===== config.mk =====
export PLATFORM = sky130hd
export DESIGN_NAME = proj_hasher
export DESIGN_NICKNAME = d
export VERILOG_FILES = /design/src/rtl/proj_hasher.sv
export SDC_FILE = /design/constraint.sdc
export NUM_CORES = 1
export LEC_CHECK = 0
export CAP_MARGIN = 20
export CORE_UTILIZATION = 65
export CTS_CLUSTER_SIZE = 24
export DETAILED_ROUTE_END_ITERATION = 6
export GPL_ROUTABILITY_DRIVEN = 0
export PLACE_DENSITY_LB_ADDON = 0.15
export SKIP_LAST_GASP = 1
export SLEW_MARGIN = 30
export SYNTH_ARGS = -nofsm -noshare
export SYNTH_HDL_FRONTEND = slang
export SYNTH_SLANG_ARGS = --single-unit

===== constraint.sdc =====
create_clock -name clk -period 23.1 [get_ports clk]
set_clock_uncertainty 0.2 [all_clocks]
set_input_delay 2.31 -clock clk [delete_from_list [all_inputs] [get_ports clk]]
set_output_delay 2.31 -clock clk [all_outputs]
set_load 0.005 [all_outputs]

===== src/rtl/proj_hasher.sv =====
// rtl/proj_hasher.sv - MinHash element hasher and frame sequencer ahead of proj_sorter
module proj_hasher #(
    parameter int                INDICE_LEN    = 16,
    parameter int                SIGNATURE_LEN = 32,
    parameter int                COUNT_LEN     = 16,
    parameter logic [SIGNATURE_LEN-1:0] HASH_MULT = 32'h9E3779B1
) (
    input  logic                     clk,
    input  logic                     rst_n,
    input  logic                     start,
    input  logic [31:0]              in_seed,
    input  logic [COUNT_LEN-1:0]     in_num_elems,
    input  logic                     in_valid,
    input  logic [INDICE_LEN-1:0]    in_data,
    output logic                     in_ready,
    output logic [SIGNATURE_LEN-1:0] out_signature,
    output logic [INDICE_LEN-1:0]    out_index,
    output logic                     out_valid,
    output logic                     sort_clear_n,
    output logic                     end_sorting,
    output logic                     busy
);

    localparam logic [2:0] S_IDLE  = 3'd0;
    localparam logic [2:0] S_CLEAR = 3'd1;
    localparam logic [2:0] S_RUN   = 3'd2;
    localparam logic [2:0] S_DRAIN = 3'd3;
    localparam logic [2:0] S_DONE  = 3'd4;

    logic [2:0]               state;
    logic [SIGNATURE_LEN-1:0] seed_q;
    logic [COUNT_LEN-1:0]     num_q;
    logic [COUNT_LEN-1:0]     elem_cnt;
    logic [1:0]               drain_cnt;

    logic                     s1_valid;
    logic [SIGNATURE_LEN-1:0] s1_p;
    logic [INDICE_LEN-1:0]    s1_idx;

    logic                     hs;
    logic [SIGNATURE_LEN-1:0] h0;
    logic [SIGNATURE_LEN-1:0] p_next;
    logic [SIGNATURE_LEN-1:0] s_mix;
    logic [SIGNATURE_LEN-1:0] s_final;

    assign in_ready     = (state == S_RUN);
    assign hs           = in_valid & in_ready;
    assign sort_clear_n = rst_n & (state != S_CLEAR);
    assign end_sorting  = (state == S_DONE);
    assign busy         = (state == S_CLEAR) || (state == S_RUN) || (state == S_DRAIN);

    assign h0      = {{(SIGNATURE_LEN-INDICE_LEN){1'b0}}, in_data} ^ seed_q;
    assign p_next  = h0 * HASH_MULT;
    assign s_mix   = s1_p ^ (s1_p >> 16);
    // All-ones is the idle filler and must never be produced by a real element
    assign s_final = (&s_mix) ? {{(SIGNATURE_LEN-1){1'b1}}, 1'b0} : s_mix;

    always_ff @(posedge clk) begin
        if (!rst_n) begin
            state     <= S_IDLE;
            seed_q    <= '0;
            num_q     <= '0;
            elem_cnt  <= '0;
            drain_cnt <= '0;
        end else begin
            case (state)
                S_IDLE, S_DONE: begin
                    if (start) begin
                        state    <= S_CLEAR;
                        seed_q   <= in_seed;
                        num_q    <= in_num_elems;
                        elem_cnt <= '0;
                    end
                end
                S_CLEAR: begin
                    state <= (num_q != '0) ? S_RUN : S_DONE;
                end
                S_RUN: begin
                    if (hs) begin
                        elem_cnt <= elem_cnt + COUNT_LEN'(1);
                        if (elem_cnt == num_q - COUNT_LEN'(1)) begin
                            state     <= S_DRAIN;
                            drain_cnt <= 2'd2;
                        end
                    end
                end
                S_DRAIN: begin
                    // Covers two hash stages plus the sorter's register and update
                    if (drain_cnt == 2'd0) begin
                        state <= S_DONE;
                    end else begin
                        drain_cnt <= drain_cnt - 2'd1;
                    end
                end
                default: state <= S_IDLE;
            endcase
        end
    end

    always_ff @(posedge clk) begin
        if (!rst_n) begin
            s1_valid      <= 1'b0;
            out_valid     <= 1'b0;
            out_signature <= '1;
            out_index     <= '0;
        end else begin
            s1_valid      <= hs;
            out_valid     <= s1_valid;
            out_signature <= s1_valid ? s_final : '1;
            out_index     <= s1_valid ? s1_idx : '0;
        end
    end

    always_ff @(posedge clk) begin
        s1_p   <= p_next;
        s1_idx <= in_data;
    end

endmodule


==> results of run 1 <==
[registers in the layout, indices dropped and copies added, names as in the netlist]
signal and flops:
drain_cnt 2, out_index 16, seed_q 32, s1_p 32, state 3, s1_idx 16, elem_cnt 16, s1_valid 1
out_valid 1, out_signature 32, num_q 16
[area by class of cell]
class | instances | area, um^2
clock buffers | 18 | 439
clock inverters | 14 | 156
fillers | 1535 | 5230
inverters | 322 | 1210
multi-input cells | 980 | 10000
flip-flops and latches | 167 | 3340
well taps | 280 | 350
repair buffers | 131 | 1280
[stage by stage]
stage	setup slack [ps]	cells	util	instance area, um^2
global route	12740	1912	0.763	16800
CTS	13130	1912	0.763	16800
finish	13040	1912	0.763	16800
detailed placement	12710	1880	0.736	16200
global placement	13020	1880	0.736	16200
floorplan	14010	1499	-	14700
[cells by family after synthesis]
group / synth area share
muxes: 0.00145
buffers and inverters: 0.0916
adders and majority gates: 0.424
DFF: 0.227
and+or+nand+nor: 0.0999
xor gates and xnor gates: 0.0838
AOI/OAI and AO/OA: 0.0721
[per-layer routing]
layer | GRT usage | vias to the layer above
li1 | - | 4947
met1 | 0.407 | 5062
met2 | 0.546 | 425
met3 | 0.0671 | 86
met5 | 0 | -
met4 | 0.127 | 0
[critical path, cell delays in order]
cell and delay, ps:
clkdlybuf4s50_1 500, xor2_1 820, inv_1 310, fa_1 610, inv_1 60, fa_1 500, inv_1 60, fa_1 550
inv_1 80, fa_1 420, fa_1 480, fa_1 460, fa_1 510, inv_1 50, fa_1 470, inv_1 40
ha_1 360, and3_1 260, and3_1 190, a211oi_1 340, nand2_1 90, o31ai_1 320, o311ai_0 220, xnor2_1 160
[worst max path at each step]
stage                  endpoint   startpoint
6_report       s1_p[31]$_DFF_P_   in_data[9]
5_1_grt        s1_p[31]$_DFF_P_   in_data[9]
4_1_cts        s1_p[31]$_DFF_P_   in_data[9]
3_5_place_dp   s1_p[31]$_DFF_P_   in_data[9]
3_3_place_gp   s1_p[31]$_DFF_P_  in_data[10]
2_1_floorplan  s1_p[31]$_DFF_P_  in_data[12]
[cells in the mapped netlist, types with 5 or more instances]
master	instances	share of area
xor2_1	38	0.023
nand3_1	12	0.0041
a21oi_1	21	0.0071
or3_1	18	0.0077
nand2_1	142	0.036
nand4_1	15	0.0064
ha_1	185	0.16
a21o_1	9	0.0046
nand2b_1	5	0.0021
and3_1	24	0.010
a21boi_0	50	0.026
nor2_1	48	0.012
xnor2_1	99	0.059
and2_1	5	0.0021
inv_1	322	0.082
o21a_1	9	0.0046
nor3_1	9	0.0031
o21ai_0	20	0.0068
clkbuf_1	22	0.0056
fa_1	196	0.27
nor4_1	10	0.0043
o21bai_1	5	0.0026
dfxtp_1	167	0.23
==> impl_metrics.env, run 1 <==
export IMPL_status="finished with violations"
export IMPL_violations="DRC"
export IMPL_worstSkewPairLatency_ps=450
export IMPL_rows=54
export IMPL_critPathLaunchType="input port"
export IMPL_die_area_um2=23200
export IMPL_tightest_slew_ps=1030
export IMPL_n_antenna_cell=0
export IMPL_syn_nets=1948
export IMPL_r2r_end="s1_p[31]$_DFF_P_"
export IMPL_max_slew_margin_rel=0.311
export IMPL_syn_instance_count=1499
export IMPL_hold_start="drain_cnt[1]$_SDFFE_PN0P_"
export IMPL_post_route_min_period_ps=10060
export IMPL_ios=121
export IMPL_io_buffers=120
export IMPL_rsz0062_at_grt="no"
export IMPL_slew_violations=0
export IMPL_cts_setup_buffers=0
export IMPL_period_share=0.436
export IMPL_synth_seq_cells=167
export IMPL_hold_depth=2
export IMPL_coreArea_um2=22000
export IMPL_highest_layer="met4"
export IMPL_cp_max_fo=8
export IMPL_synth_edf_count=0
export IMPL_synth_cell_types=69
export IMPL_required_ps=23220
export IMPL_drive_gt1_frac=0.0380
export IMPL_clockRootBuffer="clkbuf_16"
export IMPL_vias=10520
export IMPL_clkTransAtPathRegs_ps=80
export IMPL_maxCapViolations=0
export IMPL_antenna_found_initial=0
export IMPL_grt_pass1_vias=11291
export IMPL_nNetsFinal=2068
export IMPL_wl_per_cell_um=18.3
export IMPL_ctsHtreeMaxLevel=4
export IMPL_dr_pass1_iters=7
export IMPL_drt_iter0_drc=582
export IMPL_ant_nets=0
export IMPL_synthFlopType="dfxtp_1"
export IMPL_crit_type="in -> reg"
export IMPL_endpoint_kind="flop"
export IMPL_clock_fmax_mhz=99.4
export IMPL_ctsHoldBuffers=0
export IMPL_drt_vias_per_instance=5.50
export IMPL_syn_mean_instance_area_um2=9.82
export IMPL_critPathArrivalTime_ps=10180
export IMPL_numCtsBuffers=17
export IMPL_track_usage=0.323
export IMPL_drc=5
export IMPL_final_common_cell="inv_1"
export IMPL_async_flop_share=0
export IMPL_tritoncts="yes"
export IMPL_r2r_start="seed_q[9]$_SDFFE_PN0P_"
export IMPL_grt_max_degree=77
export IMPL_clock_sinks=167
export IMPL_cts_resized=0
export IMPL_die_width_um=152
export IMPL_hp_class="reg -> reg"
export IMPL_hold_violations=0
export IMPL_grt_pass1_wl_um=57800
export IMPL_hpwlAfterDp_um=28200
export IMPL_gr_total_overflow=0
export IMPL_wl_met2_um=16800
export IMPL_clockBufferDepth=2
export IMPL_setup_tns_ps=0
export IMPL_hold_ws_ps=262
export IMPL_ys_seq_area_frac=0.227
export IMPL_drt_wl_total_um=34900
export IMPL_fp_dieH_um=152
export IMPL_layout_common_cells="inv_1 (322), fa_1 (196), ha_1 (185)"
export IMPL_synth_yosys_warnings=0
export IMPL_setup_viol=0
export IMPL_route_met3_wl_um=2540
export IMPL_r2r_cells=23
export IMPL_r2r_slack_ps=15040
export IMPL_hold_path_endpoint="drain_cnt[1]$_SDFFE_PN0P_"
export IMPL_syn_area_um2=14700
export IMPL_syn_to_final_growth_pct=14.2
export IMPL_met1_length_um=14500
export IMPL_start_util=0.668
Power of run 1 is left out: the tool's default activity adds up to more than one toggle a clock period on the data nets, which glitch-free logic cannot reach.
==> run 2, diff against run 1 <==
--- a/config.mk
+++ b/config.mk
@@ -6,7 +6,7 @@
 export NUM_CORES = 1
 export LEC_CHECK = 0
 export CAP_MARGIN = 20
-export CORE_UTILIZATION = 65
+export CORE_UTILIZATION = 60
 export CTS_CLUSTER_SIZE = 24
 export DETAILED_ROUTE_END_ITERATION = 6
 export GPL_ROUTABILITY_DRIVEN = 0
==> constraint.sdc (replaced) <==
create_clock -name clk -period 10.24 [get_ports clk]
set_clock_uncertainty 0.2 [all_clocks]
set_input_delay 1.024 -clock clk [delete_from_list [all_inputs] [get_ports clk]]
set_output_delay 1.024 -clock clk [all_outputs]
set_load 0.005 [all_outputs]
==> impl_metrics.env, run 2 (synthesized netlist as in run 1, its figures left out) <==
export IMPL_status="complete, no violations"
export IMPL_period_share=0.829
export IMPL_drive_gt1_frac=0.0392
export IMPL_clockRootBuffer="clkbuf_16"
export IMPL_final_common_cell="inv_1"
export IMPL_antenna_found_initial=0
export IMPL_crit_type="in -> reg"
export IMPL_dr_pass1_iters=5
export IMPL_r2r_end="s1_p[31]$_DFF_P_"
export IMPL_critPathLaunchType="input port"
export IMPL_die_width_um=159
export IMPL_hold_path_endpoint="drain_cnt[1]$_SDFFE_PN0P_"
export IMPL_drt_iter0_drc=532
export IMPL_max_slew_margin_rel=0.414
export IMPL_grt_pass1_vias=11025
export IMPL_tightest_slew_ps=878
export IMPL_hp_class="reg -> reg"
export IMPL_layout_common_cells="inv_1 (322), fa_1 (196), ha_1 (185)"
export IMPL_grt_max_degree=77
export IMPL_fp_dieH_um=159
export IMPL_hold_depth=2
export IMPL_ctsHtreeMaxLevel=4
export IMPL_hold_violations=0
export IMPL_io_buffers=120
export IMPL_r2r_slack_ps=2490
export IMPL_required_ps=10340
export IMPL_gr_total_overflow=0
export IMPL_die_area_um2=25200
export IMPL_clockBufferDepth=2
export IMPL_clkTransAtPathRegs_ps=80
export IMPL_grt_pass1_wl_um=55700
export IMPL_rows=56
export IMPL_track_usage=0.295
export IMPL_wl_per_cell_um=17.3
export IMPL_drt_wl_total_um=33800
export IMPL_hold_start="drain_cnt[1]$_SDFFE_PN0P_"
export IMPL_worstSkewPairLatency_ps=440
export IMPL_start_util=0.619
export IMPL_cp_max_fo=7
export IMPL_syn_to_final_growth_pct=14.6
export IMPL_rsz0062_at_grt="no"
export IMPL_clock_fmax_mhz=118
export IMPL_tritoncts="yes"
export IMPL_coreArea_um2=23800
export IMPL_endpoint_kind="flop"
export IMPL_maxCapViolations=0
export IMPL_drc=0
export IMPL_ctsHoldBuffers=0
export IMPL_drt_vias_per_instance=5.32
export IMPL_critPathArrivalTime_ps=8590
export IMPL_clock_sinks=167
export IMPL_cts_setup_buffers=0
export IMPL_n_antenna_cell=0
export IMPL_vias=10389
export IMPL_post_route_min_period_ps=8490
export IMPL_ant_nets=0
export IMPL_hpwlAfterDp_um=27700
export IMPL_r2r_cells=23
export IMPL_cts_resized=0
export IMPL_nNetsFinal=2070
export IMPL_slew_violations=0
export IMPL_setup_tns_ps=0
export IMPL_numCtsBuffers=17
export IMPL_setup_viol=0
export IMPL_top_regs="out_signature x32, s1_p x32, seed_q x32"
export IMPL_ios=121
export IMPL_r2r_start="seed_q[10]$_SDFFE_PN0P_"
[run 2: how the worst max path moves through the flow]
stage	from	to	slack, ps	cells after the start
finish	in_data[8]	s1_p[31]$_DFF_P_	1750	25
global route	in_data[10]	s1_p[31]$_DFF_P_	1470	24
CTS	in_data[8]	s1_p[31]$_DFF_P_	1810	25
detailed placement	in_data[10]	s1_p[31]$_DFF_P_	1400	24
global placement	in_data[10]	s1_p[31]$_DFF_P_	1620	24
floorplan	in_data[12]	s1_p[31]$_DFF_P_	2430	23
[run 2: metrics by stage]
stage | hold WS [ps] | util | cell area (um^2) | std cells | setup WS, ps
after floorplan | 235 | - | 14700 | 1499 | 2430
after global placement | 245 | 0.685 | 16300 | 1921 | 1620
after detailed placement | 247 | 0.685 | 16300 | 1921 | 1400
after CTS | 261 | 0.710 | 16900 | 1953 | 1810
after global routing | 273 | 0.710 | 16900 | 1953 | 1470
final | 259 | 0.710 | 16900 | 1953 | 1750
[run 2: cell type report]
| class | instances | area [um^2] |
|---|---|---|
| repair buffers | 133 | 1290 |
| clock buffers | 17 | 425 |
| clock inverters | 15 | 170 |
| flip-flops and latches | 167 | 3340 |
| fillers | 1779 | 6890 |
| inverters | 322 | 1210 |
| multi-input cells | 980 | 10000 |
| well taps | 319 | 399 |
[run 2: worst max-delay path, cell delays in order]
cell and delay, ps:
clkdlybuf4s50_1 470, xnor2_1 510, inv_1 270, xnor2_1 230, ha_1 250, or2_2 310
fa_1 460, fa_1 510, inv_1 60, fa_1 470, inv_1 50, fa_1 490
fa_1 500, fa_1 490, inv_1 50, fa_1 480, inv_1 50, ha_1 370
and3_1 260, and3_1 200, a211oi_1 350, nand2_1 90, o31ai_1 280, o311ai_0 200
xnor2_1 150
[run 2: routing by layer]
metal | vias up | global-route usage | routed length (um)
met5 | - | 0 | 0
met4 | 0 | 0.118 | 1100
met3 | 73 | 0.0533 | 2320
met2 | 363 | 0.488 | 15900
met1 | 4997 | 0.384 | 14500
li1 | 4956 | - | -
Power of run 2 is left out for the same reason.
==> RTL edit 1: new RTL, settings of run 1 <==
The parameter `COUNT_LEN` goes from 16 to 32.
--- a/src/rtl/proj_hasher.sv
+++ b/src/rtl/proj_hasher.sv
@@ -2,7 +2,7 @@
 module proj_hasher #(
     parameter int                INDICE_LEN    = 16,
     parameter int                SIGNATURE_LEN = 32,
-    parameter int                COUNT_LEN     = 16,
+    parameter int                COUNT_LEN     = 32,
     parameter logic [SIGNATURE_LEN-1:0] HASH_MULT = 32'h9E3779B1
 ) (
     input  logic                     clk,
Interface: changed (resized in_num_elems); port bits go from 121 to 137. The function was not compared with the original's and may differ.
==> RTL edit 1 against run 1 <==
Synthesized cell count grew 16%. Critical path depth rose by 1. Setup slack improved by 0.35 ns. Worst hold slack worse by 0.0023 ns. Area after synthesis increased by 13%. Wire length up 13%. Via count is 15% higher. Largest cell class unchanged. Final area increased by 13%. Critical endpoint is now s1_p[28]. Count of clock-buffer cells in the layout is the same. Sequential cell count increased by 32.
Power is left out: the tool's default activity adds up to more than one toggle a clock period on the data nets, which glitch-free logic cannot reach.
==> RTL edit 1: results (changes against run 1) <==
- Worst r2r src: seed_q[8] (was seed_q[9])
- Post-synthesis cell type count: 65 (was 69)
- Detailed placer's ending HPWL: 31.9 mm (was 28.2 mm)
- Number of input and output port buffers inserted: 136 (was 120)
- Filler cell count: 1813 (was 1535)
- Worst slew pin tran: 0.985 ns (was 1.03 ns)
- Vias/cell: 5.49 (was 5.50)
- CTS Buffer Depth: 2 (unchanged)
- Post-Synthesis Net Count: 2202 (was 1948)
- Vias in the first global route: 12600 (was 11300)
- Clk slew on worst S/H paths: 0.08 ns (about the same)
- Share of layout cells above drive strength 1: 3.94% (was 3.80%)
- Post-CTS setup buffer count: 0 (unchanged)
- Drt pass-1 iters: 5 (was 7)
- Reg-to-Reg End: s1_p[28] (was s1_p[31])
- Arr. time, crit path: 9.88 ns (was 10.18 ns)
- Reg-to-reg setup timing slack: 15.45 ns (was 15.04 ns)
- Ant diodes: 0 (unchanged)
- Worst-path fanout max: 7 (was 8)
- Largest net degree at the start of global routing: 90 (was 77)
- Num CTS Buffers: 17 (unchanged)
- Status: finished, final reports clean (was complete, but fails checks)
- Yosys warning count: 0 (unchanged)
- Final WL: 39.4 mm (was 34.9 mm)
- Initial antenna violation count: 0 (unchanged)
- Final net count: 2331 (was 2068)
- GRT Resource Usage Total: 31.8% (was 32.3%)
- Crit path from: in_data[8] (was in_data[9])
- Register area share after synthesis: 24.0% (was 22.7%)
- Worst-Skew Late Latency: 0.44 ns
- Largest cells by area after synthesis: dfxtp_1 24%, fa_1 24%, ha_1 14% (was fa_1 27%, dfxtp_1 23%, ha_1 16%)
- Critical Path End Type: flip-flop (unchanged)
- Root cell of the clock tree: clkbuf_16 (unchanged)
- H-tree levels: 4 (unchanged)
- Iteration-0 DRC Markers: 756 (was 582)
- Most frequent cells after synthesis: 330 x inv_1, 199 x dfxtp_1, 196 x fa_1 (was 322 x inv_1, 196 x fa_1, 185 x ha_1)
- Reg2reg path depth: 24 (was 23)
- Post-CTS sizing: 0 (unchanged)
- Ys async rst share: 0% (unchanged)
- Wire length of the first global-routing pass: 64.2 mm (was 57.8 mm)
- Hold crit path type: reg2reg (unchanged)
-- RTL edit 1: changes by cell type in the layout (fill, tap and decap cells not counted), moves of 8 or more --
cell                    run 1  this run
clkdlybuf4s50_1           119       135
a21boi_0                   50        64
xor2_1                     38        68
dfxtp_1                   167       199
nor2_1                     48        59
inv_1                     322       330
or3_1                      18        33
xnor2_1                    99       114
a21oi_1                    21        30
o21ai_0                    20        28
nand2_1                   142       183
-- RTL edit 1: worst min-delay path by stage --
stage                     cells after the start         start           end  slack, ns
after detailed placement                      2  drain_cnt[0]  drain_cnt[0]       0.25
after CTS                                     2  drain_cnt[0]  drain_cnt[0]       0.26
after floorplan                               2  drain_cnt[0]  drain_cnt[0]       0.24
final                                         2  drain_cnt[0]  drain_cnt[0]       0.26
after global placement                        2  drain_cnt[0]  drain_cnt[0]       0.24
after global routing                          1     s1_idx[3]  out_index[3]       0.28
-- RTL edit 1: layout make-up --
class                      count  share of cell area [%]
multi-input combinational   1166                    59.2
sequential                   199                    21.0
timing repair buffer         151                    7.75
inverter                     331                    6.56
clock buffer                  18                    2.32
tap                          330                    2.18
clock inverter                14                   0.951
-- RTL edit 1: through the flow --
step / worst slack [ns] / std cells / instance area, um2 / utilization [%]
2_1_floorplan: 14.12 / 1737 / 16600 / -
6_report: 13.39 / 2209 / 18900 / 75.5
3_3_place_gp: 13.14 / 2177 / 18300 / 73.0
3_5_place_dp: 12.98 / 2177 / 18300 / 73.0
5_1_grt: 12.96 / 2209 / 18900 / 75.5
4_1_cts: 13.42 / 2209 / 18900 / 75.5
-- RTL edit 1: worst max-delay path: stages --
cell and delay, ns:
clkdlybuf4s50_1 0.56, xor2_1 0.55, clkinv_1 0.42, xnor2_1 0.26
ha_1 0.21, or2_2 0.31, fa_1 0.54, inv_1 0.06
fa_1 0.53, inv_1 0.05, fa_1 0.40, fa_1 0.47
fa_1 0.51, fa_1 0.49, inv_1 0.05, fa_1 0.47
inv_1 0.04, ha_1 0.35, a21o_1 0.20, a21oi_1 0.20
nand2_1 0.10, a311o_1 0.30, a31o_2 0.23, a21oi_1 0.17
xnor2_1 0.13
-- RTL edit 1: cell families after synthesis --
logic type,count (synthesis),share of synthesized area (%)
AND/OR/NAND/NOR,416,12.4
adder cells (fa/ha/maj),383,37.7
buffers and inverters,372,8.51
flip-flops,199,24.0
XOR/XNOR,184,9.72
AO/OA/AOI/OAI,178,7.32
multiplexers,5,0.302
-- RTL edit 1: per-layer routing --
metal / global-route usage [%] / vias to the layer above / part of all wire, %
met2: 53.0 / 431 / 48
met1: 42.1 / 5834 / 43
met4: 11.8 / 0 / 3.5
met3: 4.88 / 100 / 6.1
li1: - / 5756 / -
met5: 0 / - / 0
==> RTL edit 2: new RTL, settings of run 1 <==
Without the edit above. Make the reset (`rst_n`) asynchronous in 2 clocked blocks.
--- a/src/rtl/proj_hasher.sv
+++ b/src/rtl/proj_hasher.sv
@@ -55,7 +55,7 @@
     // All-ones is the idle filler and must never be produced by a real element
     assign s_final = (&s_mix) ? {{(SIGNATURE_LEN-1){1'b1}}, 1'b0} : s_mix;
 
-    always_ff @(posedge clk) begin
+    always_ff @(posedge clk or negedge rst_n) begin
         if (!rst_n) begin
             state     <= S_IDLE;
             seed_q    <= '0;
@@ -97,7 +97,7 @@
         end
     end
 
-    always_ff @(posedge clk) begin
+    always_ff @(posedge clk or negedge rst_n) begin
         if (!rst_n) begin
             s1_valid      <= 1'b0;
             out_valid     <= 1'b0;
Check against the original RTL: differs if rst_n is asserted again (counterexample within 4 cycles, from zero or initial values and one cycle with rst_n low); with rst_n held inactive, the same outputs for 4 cycles.
==> RTL edit 2 against run 1 <==
Wire length decreased by 0.16%. Final area increased by 2.2%. Sequential cell count unchanged. Setup slack improved by 0.047 ns. Area after synthesis increased by 2.2%. Via count decreased by 4.0%.
Power is left out: the tool's default activity adds up to more than one toggle a clock period on the data nets, which glitch-free logic cannot reach.
==> RTL edit 2: results (changes against run 1) <==
- Status: finished, final reports clean (was complete, but fails checks)
- Clk slew on worst S/H paths: 0.07 ns
- Number of input and output port buffers inserted: 120 (unchanged)
- Largest regs: out_signature (32), s1_p (32), seed_q (32) (unchanged)
- CTS Buffer Depth: 2 (unchanged)
- GRT Resource Usage Total: 31.7% (was 32.3%)
- Critical Path End Type: flip-flop (unchanged)
- Drt pass-1 iters: 5 (was 7)
- Vias/cell: 5.54 (was 5.50)
- Num CTS Buffers: 17 (unchanged)
- Largest cells by area after synthesis: fa_1 26%, ha_1 15%, dfrtp_1 14% (was fa_1 27%, dfxtp_1 23%, ha_1 16%)
- Root cell of the clock tree: clkbuf_16 (unchanged)
- Most frequent cells after synthesis: 320 x inv_1, 196 x fa_1, 185 x ha_1 (was 322 x inv_1, 196 x fa_1, 185 x ha_1)
- Vias in the first global route: 10900 (was 11300)
- Final WL: 34.8 mm (was 34.9 mm)
- Placement Cell Area: 16600 um2 (was 16200 um2)
- Ys async rst share: 71.3% (was 0%)
- Post-Synthesis Net Count: 1843 (was 1948)
- Initial antenna violation count: 0 (unchanged)
- Share of layout cells above drive strength 1: 8.19% (was 3.80%)
- Filler cell count: 1538 (was 1535)
- Reg2reg path depth: 23 (unchanged)
- Iteration-0 DRC Markers: 707 (was 582)
- Post-CTS setup buffer count: 0 (unchanged)
- Reg-to-reg setup timing slack: 15.05 ns (was 15.04 ns)
- Post-CTS sizing: 0 (unchanged)
- Register area share after synthesis: 26.5% (was 22.7%)
- P&R area growth vs syn: 14.2% (about the same)
- Hold path depth: 1 (was 2)
- Worst-path fanout max: 9 (was 8)
- Ant diodes: 0 (unchanged)
- Yosys warning count: 0 (unchanged)
- Wire length of the first global-routing pass: 56.3 mm (was 57.8 mm)
- Slew HR: 39.1% (was 31.1%)
- Detailed placer's ending HPWL: 28.7 mm (was 28.2 mm)
- Synth Flop Type: dfrtp_1 (was dfxtp_1)
- Final net count: 1974 (was 2068)
- H-tree levels: 4 (unchanged)
- Largest net degree at the start of global routing: 73 (was 77)
- Worst-Skew Late Latency: 0.44 ns
- Post-synthesis cell type count: 57 (was 69)
- Arr. time, crit path: 10.14 ns (was 10.18 ns)
- Hold crit path type: reg2reg (unchanged)
-- RTL edit 2: logic make-up after synthesis --
logic type               Yosys count  share of synthesized area, %
flip-flops                       167                          26.5
XOR/XNOR                         136                          7.92
buffers and inverters            341                          8.55
multiplexers                      43                          3.20
AND/OR/NAND/NOR                  217                          7.61
AO/OA/AOI/OAI                    109                          4.76
adder cells (fa/ha/maj)          381                          41.5
-- RTL edit 2: path summary, 6_finish.rpt --
kind                             from            end
min in group asynchronous       rst_n   out_index[6]
max in group asynchronous       rst_n  out_index[13]
setup reg to reg            seed_q[4]       s1_p[30]
hold reg to reg            s1_idx[12]  out_index[12]
hold / removal             s1_idx[12]  out_index[12]
setup / recovery           in_data[4]       s1_p[30]
-- RTL edit 2: metrics by stage --
| step | cells | hold WS, ns | worst slack (ns) | util [%] |
|---|---|---|---|---|
| 2_1_floorplan | 1394 | 0.219 | 13.95 | - |
| 3_3_place_gp | 1791 | 0.222 | 13.00 | 73.4 |
| 3_5_place_dp | 1791 | 0.226 | 12.78 | 73.4 |
| 4_1_cts | 1823 | 0.241 | 13.19 | 75.9 |
| 5_1_grt | 1823 | 0.256 | 12.65 | 75.9 |
| 6_report | 1823 | 0.238 | 13.09 | 75.9 |
-- RTL edit 2: metal layers --
metal | up-vias | part of all wire [%] | routed length (um) | global-route usage, %
met3 | 77 | 7.7 | 2690 | 8.88
li1 | 4638 | - | - | -
met5 | - | 0 | 0 | 0
met2 | 374 | 48 | 16800 | 52.1
met4 | 0 | 3.5 | 1220 | 12.4
met1 | 5008 | 40 | 14100 | 39.9
-- RTL edit 2: area by class of cell --
class / count / area share, %
timing repair buffer: 132 / 7.50
inverter: 321 / 7.02
multi-input combinational: 886 / 57.0
tap: 285 / 2.08
sequential: 167 / 23.2
clock inverter: 13 / 0.634
clock buffer: 19 / 2.64
-- RTL edit 2: critical path: stages --
cell,delay (ns)
clkdlybuf4s50_1,0.46
xnor2_1,0.53
clkinv_1,0.50
xnor2_1,0.48
ha_1,0.23
nor2_1,0.07
fa_1,0.41
fa_1,0.45
fa_1,0.50
inv_1,0.06
fa_1,0.52
fa_1,0.56
inv_1,0.05
fa_1,0.45
fa_1,0.50
inv_1,0.04
ha_1,0.37
a21oi_1,0.17
o21bai_1,0.08
a221oi_1,0.35
o21ai_0,0.19
a41oi_1,0.36
a21oi_1,0.15
o311ai_0,0.34
